## config.mk

```make
export PLATFORM = sky130hd
export DESIGN_NAME = uart_tx_arbiter
export DESIGN_NICKNAME = d
export VERILOG_FILES = /design/src/rtl/uart_tx_arbiter.sv
export SDC_FILE = /design/constraint.sdc
export NUM_CORES = 1
export LEC_CHECK = 0
export ABC_AREA = 1
export BUFFER_PORTS_ARGS = -buffer_cell sky130_fd_sc_hd__buf_4
export CORE_ASPECT_RATIO = 0.9
export CORE_MARGIN = 3
export CORE_UTILIZATION = 52
export CTS_BUF_LIST = sky130_fd_sc_hd__clkbuf_8
export CTS_CLUSTER_SIZE = 40
export DETAILED_ROUTE_END_ITERATION = 16
export PLACE_DENSITY = 0.83
export REMOVE_ABC_BUFFERS = 1
export SLEW_MARGIN = 15
export SYNTH_ARGS = -nofsm -noshare
export SYNTH_HDL_FRONTEND = slang
export SYNTH_SLANG_ARGS = --single-unit
```

## constraint.sdc

```tcl
create_clock -name clk -period 1.9 [get_ports clk]
set_input_delay 0.285 -clock clk [delete_from_list [all_inputs] [get_ports clk]]
set_output_delay 0.285 -clock clk [all_outputs]
set_load 0.05 [all_outputs]
```

## src/rtl/uart_tx_arbiter.sv

```systemverilog
// Round-robin arbiter that shares one uart_tx between NUM_REQ byte producers.
// An owner keeps the grant until its last-flagged byte has left the transmitter.
module uart_tx_arbiter #(
    parameter int unsigned NUM_REQ      = 4,
    parameter int unsigned BUSY_TIMEOUT = 16
) (
    input  logic                 clk,
    input  logic                 reset,
    input  logic [NUM_REQ-1:0]   req_valid,
    input  logic [8*NUM_REQ-1:0] req_data,
    input  logic [NUM_REQ-1:0]   req_last,
    output logic [NUM_REQ-1:0]   req_ready,
    output logic [NUM_REQ-1:0]   grant,
    output logic [7:0]           tx_data,
    output logic                 tx_send,
    input  logic                 tx_busy,
    output logic                 active,
    output logic                 err_timeout
);

    localparam int unsigned IW = (NUM_REQ > 1) ? $clog2(NUM_REQ) : 1;
    localparam int unsigned CW = $clog2(BUSY_TIMEOUT) + 1;
    localparam logic [CW-1:0] CNT_LIMIT = CW'(BUSY_TIMEOUT - 2);
    localparam logic [IW-1:0] LAST_RST  = IW'(NUM_REQ - 1);

    typedef enum logic [2:0] {
        IDLE    = 3'd0,
        ACCEPT  = 3'd1,
        SEND    = 3'd2,
        WAIT_HI = 3'd3,
        WAIT_LO = 3'd4
    } state_t;

    state_t               state_q, state_d;
    logic [NUM_REQ-1:0]   grant_q, grant_d;
    logic [IW-1:0]        owner_q, owner_d;
    logic [IW-1:0]        last_owner_q, last_owner_d;
    logic [7:0]           tx_data_q, tx_data_d;
    logic                 last_q, last_d;
    logic [CW-1:0]        cnt_q, cnt_d;

    logic [IW-1:0]        cand;
    logic [IW-1:0]        pick_idx;
    logic                 pick_found;

    assign grant     = grant_q;
    assign tx_data   = tx_data_q;
    assign active    = (state_q != IDLE);
    assign req_ready = grant_q & req_valid & {NUM_REQ{state_q == ACCEPT}};

    // Round-robin pick: first valid requester searching upward from last_owner+1.
    always_comb begin
        cand       = '0;
        pick_idx   = '0;
        pick_found = 1'b0;
        for (int unsigned k = 1; k <= NUM_REQ; k++) begin
            cand = IW'((32'(last_owner_q) + k) % NUM_REQ);
            if (!pick_found && req_valid[cand]) begin
                pick_found = 1'b1;
                pick_idx   = cand;
            end
        end
    end

    // Next-state, register updates and the single-cycle strobes.
    always_comb begin
        state_d      = state_q;
        grant_d      = grant_q;
        owner_d      = owner_q;
        last_owner_d = last_owner_q;
        tx_data_d    = tx_data_q;
        last_d       = last_q;
        cnt_d        = cnt_q;
        tx_send      = 1'b0;
        err_timeout  = 1'b0;
        unique case (state_q)
            IDLE: begin
                if (pick_found) begin
                    owner_d           = pick_idx;
                    grant_d           = '0;
                    grant_d[pick_idx] = 1'b1;
                    state_d           = ACCEPT;
                end
            end
            ACCEPT: begin
                if (req_valid[owner_q]) begin
                    tx_data_d = req_data[{owner_q, 3'b000} +: 8];
                    last_d    = req_last[owner_q];
                    state_d   = SEND;
                end
            end
            SEND: begin
                if (!tx_busy) begin
                    tx_send = 1'b1;
                    cnt_d   = '0;
                    state_d = WAIT_HI;
                end
            end
            WAIT_HI: begin
                if (tx_busy) begin
                    state_d = WAIT_LO;
                end else if (cnt_q == CNT_LIMIT) begin
                    // Transmitter never acknowledged: report and release the lock.
                    err_timeout  = 1'b1;
                    last_owner_d = owner_q;
                    grant_d      = '0;
                    state_d      = IDLE;
                end else begin
                    cnt_d = cnt_q + CW'(1);
                end
            end
            WAIT_LO: begin
                if (!tx_busy) begin
                    if (last_q) begin
                        last_owner_d = owner_q;
                        grant_d      = '0;
                        state_d      = IDLE;
                    end else begin
                        state_d = ACCEPT;
                    end
                end
            end
            default: begin
                grant_d = '0;
                state_d = IDLE;
            end
        endcase
    end

    // State and datapath registers with synchronous active-low reset.
    always_ff @(posedge clk) begin
        if (!reset) begin
            state_q      <= IDLE;
            grant_q      <= '0;
            owner_q      <= '0;
            last_owner_q <= LAST_RST;
            tx_data_q    <= 8'h00;
            last_q       <= 1'b0;
            cnt_q        <= '0;
        end else begin
            state_q      <= state_d;
            grant_q      <= grant_d;
            owner_q      <= owner_d;
            last_owner_q <= last_owner_d;
            tx_data_q    <= tx_data_d;
            last_q       <= last_d;
            cnt_q        <= cnt_d;
        end
    end

endmodule

```

==> impl_metrics.json, run 1 <==
{
  "outcome": "completed",
  "place_congestion": 0.8440,
  "grt_max_degree": 20,
  "numCtsBuffers": 3,
  "die_w_um": 67.14,
  "startpoint": "state_q[0]",
  "synth_cells": 279,
  "netlist.area_leader.share_pct": 28.61,
  "synth-main-ff-cell": "dfxtp_1",
  "setup_viol": 0,
  "cp_max_fo": 6,
  "maxSlewViolCount": 0,
  "dr.pass1.iters": 4,
  "fin_crit_sh_pct": 90.27,
  "clock_sinks": 25,
  "rsz0062_at_grt": "no",
  "grtUsageTotal_pct": 22.39,
  "worst_slew_pin_slew_ps": 511.3,
  "num_vias": 1989,
  "wl_per_cell_um": 11.74,
  "die_h_um": 61.02,
  "hold_viol_final": 0,
  "synth.avg_cell_area_um2": 6.269,
  "num_rows": 19,
  "netSwitchingFraction_pct": 52.71,
  "hold_end": "last_owner_q[0]",
  "ys_warn_count": 0,
  "grt_pass1_wl_um": 7148,
  "critical_path_class": "flop to primary output",
  "io_pins": 62,
  "yosysTopAreaCell": "dfxtp_1",
  "min_period_ps": 1715,
  "crit_arrival_ps": 1430,
  "post_cts_buffers": 0,
  "place_hpwl_um": 3523,
  "drive_above_1_share_pct": 28.99,
  "leakagePower_nw": 1.116,
  "maxCapViolations": 0,
  "syn_to_final_growth_pct": 30.33,
  "min_from": "reset",
  "synth_seq_cells": 25,
  "startpoint_type": "flop",
  "p_int_mw": 1.531,
  "p_per_area_nw_per_um2": 1420,
  "worst_r2r_path_depth": 11,
  "cts_buffer_depth": 2,
  "r2r_start": "last_owner_q[1]",
  "worstPathRequired_ps": 1620,
  "p_switching_mw": 1.706,
  "io_buffers": 61,
  "final_cells": 380,
  "grt_pass1_vias": 1676,
  "setup_tns_ps": 0,
  "design.die.area_um2": 4097,
  "initial_core_util_pct": 55.74,
  "p_comb_share_pct": 64.9,
  "synth_cell_type_count": 30,
  "seq_power_share_pct": 25.4,
  "h-tree-depth": 1,
  "ir_drop_v": 0.0007048,
  "placed_cells": 376,
  "nNetsFinal": 384,
  "syn_area_um2": 1749,
  "drc": 0,
  "hold_path.class": "input port to flop",
  "clk-insertion-delay-late_ps": 270,
  "clockRootBuffer": "clkbuf_8",
  "ant_nets": 0,
  "endpoint_kind": "primary output",
  "via_per_inst": 5.234,
  "p_clk_share_pct": 9.6,
  "synth_area_leaders": "dfxtp_1 29%, nand2_1 12%, o21ai_0 9.7%, nor2_1 7.5%, a21oi_1 6.3%",
  "synth-edff-count": 0,
  "synthTopCellsByCount": "54 x nand2_1, 35 x nor2_1, 34 x o21ai_0",
  "r2r-end": "grant[0]",
  "skew_ps": 9.316,
  "wl_um": 4461,
  "cts_tree": "yes",
  "synth-seq-area-share_pct": 28.61,
  "gr-total-overflow": 0,
  "relSlewSlack_pct": 65.55,
  "hold_depth": 2,
  "synthArstFlopShare_pct": 0,
  "antenna_cells": 0,
  "r2r_setup_slack_ps": 280,
  "clk_pin_slew_worst_paths_ps": 90,
  "max_freq_mhz": 583.1,
  "coreArea_um2": 3138,
  "synth_most_common_cell": "nand2_1",
  "antenna_found_initial": 0,
  "drt_iter0_markers": 146
}
-- power groups by stage --
stage	Sequential [mW]	Combinational [mW]	Clock, mW
after floorplan	1.15	1.19	0
after global placement	0.832	2.06	0
after detailed placement	0.832	2.09	0
after CTS	0.823	2.10	0.316
after global routing	0.851	2.32	0.336
final	0.823	2.10	0.312
-- cells in the final DEF (no fill, tap or decap), types with 7 or more instances in the layout --
cell type  netlist  routed
buf_4            1      66
nand2_1         54      54
nor2_1          35      35
o21ai_0         34      34
inv_1           28      29
dfxtp_1         25      24
a21oi_1         22      22
nand3_1         14      14
nand2_2         13      13
o22ai_1         10      10
inv_2            7       7
-- how the worst max path moves through the flow --
stage                        to  slack [ps]
global route        err_timeout          60
CTS                    grant[0]         170
floorplan           err_timeout        -130
finish              err_timeout         180
detailed placement     grant[0]         190
global placement       grant[0]         270
-- state kept, by name (all words and copies together), names as in the netlist --
name          cells
cnt_q             5
tx_data           8
last_owner_q      2
grant             4
state_q           3
last_q            1
owner_q           2
-- kinds of logic after synthesis --
logic type               share of synthesized area (%)
buffers and inverters                            11.37
adder cells (fa/ha/maj)                          1.430
AND/OR/NAND/NOR                                  37.12
flip-flops                                       28.61
AO/OA/AOI/OAI                                    21.46
-- what timing repair did --
item | CTS | global route
endpoints found under the setup margin | 0 | 6
hold buffers | 0 | 0
gates resized for setup | 0 | 1
-- stage by stage --
stage          setup WS [ps]  area [um2]  util [%]  hold slack, ps  total power [mW]
2_1_floorplan         -132.7        1685         -           383.6             2.338
3_3_place_gp           268.1        2233     71.17           430.9             2.891
3_5_place_dp           193.4        2233     71.17           438.7             2.925
4_1_cts                173.7        2278     72.61           305.7             3.239
5_1_grt                56.10        2280     72.65           321.5             3.508
6_report               184.9        2280     72.65           306.9             3.237
-- area by class of cell --
type	instances	area (um2)
fillers	285	858.3
clock inverters	1	3.754
inverters	36	135.1
clock buffers	3	41.29
flip-flops and latches	25	501.7
multi-input cells	207	1050
well taps	42	52.55
repair buffers	66	495.5
-- per-layer routing --
| metal | track usage [%] | up-vias | wire length [um] |
|---|---|---|---|
| li1 | - | 1031 | - |
| met1 | 28.22 | 873 | 1960 |
| met2 | 37.82 | 79 | 1998 |
| met3 | 7.117 | 6 | 452 |
| met4 | 4.913 | 0 | 49 |
| met5 | 0 | - | 0 |
-- critical path, stage by stage, from the launching register on --
cell     delay [ps]
dfxtp_1         420
inv_2            80
nor3_4          200
inv_1            90
nor3_1          140
buf_4           220
(Power assumes the default switching activity.)
==> inputs of run 2 (changes only) <==
ABC_AREA = default   (was 1)
CORE_UTILIZATION = 40   (was 52)
PLACE_DENSITY = 0.68   (was 0.83)
==> impl_metrics.json, run 2 <==
{
  "outcome": "completed",
  "final_core_util_pct": 59.44,
  "total_power_mw": 1.470,
  "synthTopCellsByCount": "25 x dfxtp_1, 11 x mux2i_1, 11 x nor2_1",
  "mostFrequentLayoutCells": "65 x buf_4, 22 x dfxtp_1, 11 x mux2i_1, 11 x nor2_1, 10 x mux4_2",
  "grt_max_degree": 20,
  "gr-total-overflow": 0,
  "hold_depth": 2,
  "worst_r2r_path_depth": 6,
  "p_per_area_nw_per_um2": 696.1,
  "grtUsageTotal_pct": 17.91,
  "max_freq_mhz": 564.6,
  "num_rows": 20,
  "antenna_found_initial": 0,
  "min_period_ps": 1771,
  "grt_pass1_wl_um": 6644,
  "leakagePower_nw": 0.9660,
  "synth-edff-count": 0,
  "busiest_layer": "met2",
  "h-tree-depth": 1,
  "clock_sinks": 25,
  "syn_to_final_growth_pct": 35.80,
  "wl_per_cell_um": 14.70,
  "synth_seq_cells": 25,
  "cp_max_fo": 5,
  "coreArea_um2": 3553,
  "wl_um": 3821,
  "design.die.area_um2": 4673,
  "place_hpwl_um": 2991,
  "ir_drop_v": 0.0003700,
  "io_buffers": 61,
  "synth.avg_cell_area_um2": 10.03,
  "final_common_cell": "buf_4",
  "numCtsBuffers": 3,
  "synth-seq-area-share_pct": 32.18,
  "maxCapViolations": 0,
  "cts_tree": "yes",
  "post_cts_buffers": 0,
  "setup_tns_ps": 0,
  "maxSlewViolCount": 0,
  "worst_slew_pin_slew_ps": 360.8,
  "skew_ps": 4.489,
  "rsz0062_at_grt": "no",
  "synthArstFlopShare_pct": 0,
  "grt_pass1_vias": 1480,
  "die_w_um": 71.73,
  "synth_cell_type_count": 45,
  "ys_warn_count": 0,
  "drc": 0,
  "netlist.area_leader.share_pct": 32.18,
  "synth-main-ff-cell": "dfxtp_1",
  "synth_area_leaders": "dfxtp_1 32%, mux4_2 14%, mux2i_1 7.1%, and3_1 3.6%, nor2_1 2.7%",
  "fin_crit_sh_pct": 93.22,
  "startpoint_type": "flop",
  "cts_buffer_depth": 2,
  "initial_core_util_pct": 43.77,
  "clk_pin_slew_worst_paths_ps": 90,
  "grtUsageMet3_pct": 5.505,
  "critical_path_class": "flop to primary output",
  "drive_above_1_share_pct": 42.13,
  "clk-insertion-delay-late_ps": 280,
  "syn_area_um2": 1555,
  "antenna_cells": 0,
  "gr-usage-met2_pct": 28.90,
  "grtUsageMet1_pct": 23.11,
  "crit_arrival_ps": 1490,
  "relSlewSlack_pct": 75.75,
  "place_congestion": 0.8327,
  "clockRootBuffer": "clkbuf_8",
  "hold_viol_final": 0,
  "endpoint_kind": "primary output",
  "via_per_inst": 5.508,
  "largest_reg_flops": 8,
  "worstPathRequired_ps": 1620,
  "synth_cells": 155,
  "num_vias": 1432,
  "synth_most_common_cell": "dfxtp_1",
  "io_pins": 62,
  "setup_viol": 0,
  "nNetsFinal": 262,
  "yosysTopAreaCell": "dfxtp_1",
  "ant_nets": 0,
  "die_h_um": 65.16,
  "dr.pass1.iters": 4,
  "num-fill-cells": 303,
  "drt_iter0_markers": 136,
  "hold_path.class": "input port to flop"
}
-- run 2: cell count changes in the layout (fill, tap and decap cells not counted), sizes merged, moves of 12 or more --
| cell | delta |
|---|---|
| nor2 | -26 |
| a21oi | -18 |
| nand3 | -12 |
| nand2 | -58 |
| o21ai | -28 |
| inv | -29 |
-- run 2: path summary, 6_finish.rpt --
path / from / endpoint / slack [ps]
hold / removal: reset / last_owner_q[0] / 300
setup / recovery: cnt_q[0] / err_timeout / 130
hold reg to reg: grant[2] / grant[2] / 490
setup reg to reg: cnt_q[0] / last_owner_q[1] / 270
-- run 2: report_power, final --
| group | switching (mW) | internal [mW] |
|---|---|---|
| sequential | 0.0444 | 0.562 |
| combinational | 0.277 | 0.246 |
| clock | 0.186 | 0.154 |
-- run 2: final cells by class --
class                      instances  area, um2  area share (%)
clock buffer                       3      41.29           1.955
clock inverter                     1      8.758          0.4147
inverter                           6      22.52           1.066
multi-input combinational        116      989.7           46.86
sequential                        25      506.7           23.99
tap                               44      55.05           2.607
timing repair buffer              65      488.0           23.10
-- run 2: layer usage --
layer  share of wire [%]  vias up
met5                   0        -
met4                 1.0        0
met3                 7.1        5
met2                  47       53
met1                  45      672
li1                    -      702
-- run 2: critical path, stage by stage, from the launching register on --
cell     delay [ps]
dfxtp_1         390
inv_1            60
ha_1            230
and3b_1         180
and3_1          160
buf_4           180
-- run 2: repair_timing --
item,CTS,global route
endpoints found under the hold margin,0,0
gates resized for setup,1,4
pin swaps,0,1
setup endpoints to repair,2,6
hold buffers,0,0
-- run 2: logic make-up after synthesis --
family / count (synthesis) / share of synthesized area, %
flip-flops: 25 / 32.18
multiplexers: 21 / 21.56
buffers and inverters: 14 / 4.585
adder cells (fa/ha/maj): 2 / 1.609
AND/OR/NAND/NOR: 59 / 25.02
XOR/XNOR: 3 / 1.690
AO/OA/AOI/OAI: 31 / 13.36
-- run 2: through the flow --
step | std cells | worst slack [ps] | instance area (um2) | hold slack [ps]
floorplan | 147 | 227.0 | 1506 | 363.4
global placement | 256 | 324.5 | 2049 | 471.1
detailed placement | 256 | 280.7 | 2049 | 478.3
CTS | 260 | 71.95 | 2101 | 305.1
global route | 260 | 41.29 | 2112 | 325.6
finish | 260 | 128.7 | 2112 | 304.4
==> inputs of run 3 (changes only) <==
CORE_UTILIZATION = 50   (was 40)
PLACE_DENSITY = 0.82   (was 0.68)
TNS_END_PERCENT = 5   (was default)
==> impl_metrics.json, run 3 (same netlist as run 2, synthesis figures left out) <==
{
  "dr.pass1.iters": 4,
  "hold_path.class": "input port to flop",
  "wl_um": 3980,
  "outcome": "completed",
  "min_period_ps": 1823,
  "hold_end": "last_owner_q[1]",
  "num-fill-cells": 209,
  "worstPathRequired_ps": 1620,
  "dpl_cell_area_um2": 2052,
  "via_per_inst": 5.693,
  "num_rows": 18,
  "rsz0062_at_grt": "no",
  "cts_tree": "yes",
  "cts_buffer_depth": 2,
  "max_freq_mhz": 548.6,
  "initial_core_util_pct": 54.37,
  "final_cells": 257,
  "num_vias": 1463,
  "grt_pass1_vias": 1472,
  "numCtsBuffers": 3,
  "post_cts_buffers": 0,
  "maxSlewViolCount": 0,
  "setup_viol": 0,
  "clock_sinks": 25,
  "io_buffers": 61,
  "place_congestion": 0.8675,
  "fin_crit_sh_pct": 95.93,
  "hold_depth": 2,
  "r2r_setup_slack_ps": 310,
  "coreArea_um2": 2860,
  "die_w_um": 64.79,
  "clk-insertion-delay-late_ps": 270,
  "gr-total-overflow": 0,
  "drive_above_1_share_pct": 41.47,
  "die_h_um": 58.91,
  "final_core_util_pct": 73.62,
  "place_hpwl_um": 3139,
  "antenna_cells": 0,
  "io_pins": 62,
  "skew_ps": 6.172,
  "ir_drop_v": 0.0004995,
  "mostFrequentLayoutCells": "66 x buf_4, 24 x dfxtp_1, 11 x mux2i_1, 11 x nor2_1, 10 x mux4_2",
  "endpoint_kind": "primary output",
  "maxCapViolations": 0,
  "wl_per_cell_um": 15.49,
  "grtUsageTotal_pct": 21.96,
  "worst_slew_pin_slew_ps": 572.3,
  "nNetsFinal": 263,
  "crit_arrival_ps": 1540,
  "drt_iter0_markers": 66,
  "cp_max_fo": 14,
  "drc": 0,
  "design_area_um2": 2106,
  "design.die.area_um2": 3817,
  "placed_cells": 253,
  "leakagePower_nw": 0.9694,
  "startpoint_type": "flop",
  "setup_tns_ps": 0,
  "r2r-end": "last_owner_q[0]",
  "grt_max_degree": 20,
  "hold_slack_ps": 317.3,
  "grt_pass1_wl_um": 6679,
  "h-tree-depth": 1,
  "largest_reg_flops": 8,
  "min_from": "reset",
  "p_per_area_nw_per_um2": 690.2,
  "ant_nets": 0,
  "clk_pin_slew_worst_paths_ps": 90,
  "clockRootBuffer": "clkbuf_8",
  "relSlewSlack_pct": 61.79,
  "antenna_found_initial": 0,
  "syn_to_final_growth_pct": 35.40,
  "critical_path_class": "flop to primary output",
  "worst_r2r_path_depth": 6,
  "hold_viol_final": 0,
  "r2r_start": "cnt_q[0]",
  "final_common_cell": "buf_4"
}
## run 3: area by class of cell
cell class	count	area, um2	share of cell area, %
multi-input cells	116	989.7	47.00
flip-flops and latches	25	501.7	23.83
clock buffers	3	41.29	1.961
repair buffers	66	495.5	23.53
well taps	40	50.05	2.377
clock inverters	1	5.005	0.2377
inverters	6	22.52	1.070
## run 3: how the worst max path moves through the flow
stage | from | end | cells past startpoint
after floorplan | state_q[0] | req_ready[0] | 2
after global placement | req_valid[3] | tx_data[1] | 5
after detailed placement | cnt_q[0] | last_owner_q[0] | 6
after CTS | state_q[0] | req_ready[1] | 3
after global routing | state_q[2] | tx_send | 4
final | state_q[2] | tx_send | 4
## run 3: routing by layer
metal | up-vias | GRT usage, % | routed length [um]
li1 | 704 | - | -
met1 | 710 | 26.79 | 1569
met2 | 45 | 40.38 | 2177
met3 | 4 | 4.389 | 191
met4 | 0 | 4.217 | 41
met5 | - | 0 | 0
## run 3: stage by stage
stage	total power, mW	setup slack [ps]
finish	1.453	77.32
global placement	1.126	383.0
CTS	1.457	46.74
detailed placement	1.142	328.0
floorplan	0.9476	227.0
global route	1.527	10.74
## run 3: where the power goes
| group | switching [mW] | internal (mW) | total, mW |
|---|---|---|---|
| Clock | 0.174 | 0.147 | 0.320 |
| Sequential | 0.0397 | 0.561 | 0.601 |
| Combinational | 0.282 | 0.250 | 0.532 |
## run 3: timing repair
action,in CTS,in global routing
setup endpoints to repair,0,4
resized for setup,0,2
hold buffers,0,0
## run 3: critical path: stages, from the launching register on
cell     delay (ps)
dfxtp_1         490
nor3b_4         360
nand2_1         160
inv_1            70
buf_4           190
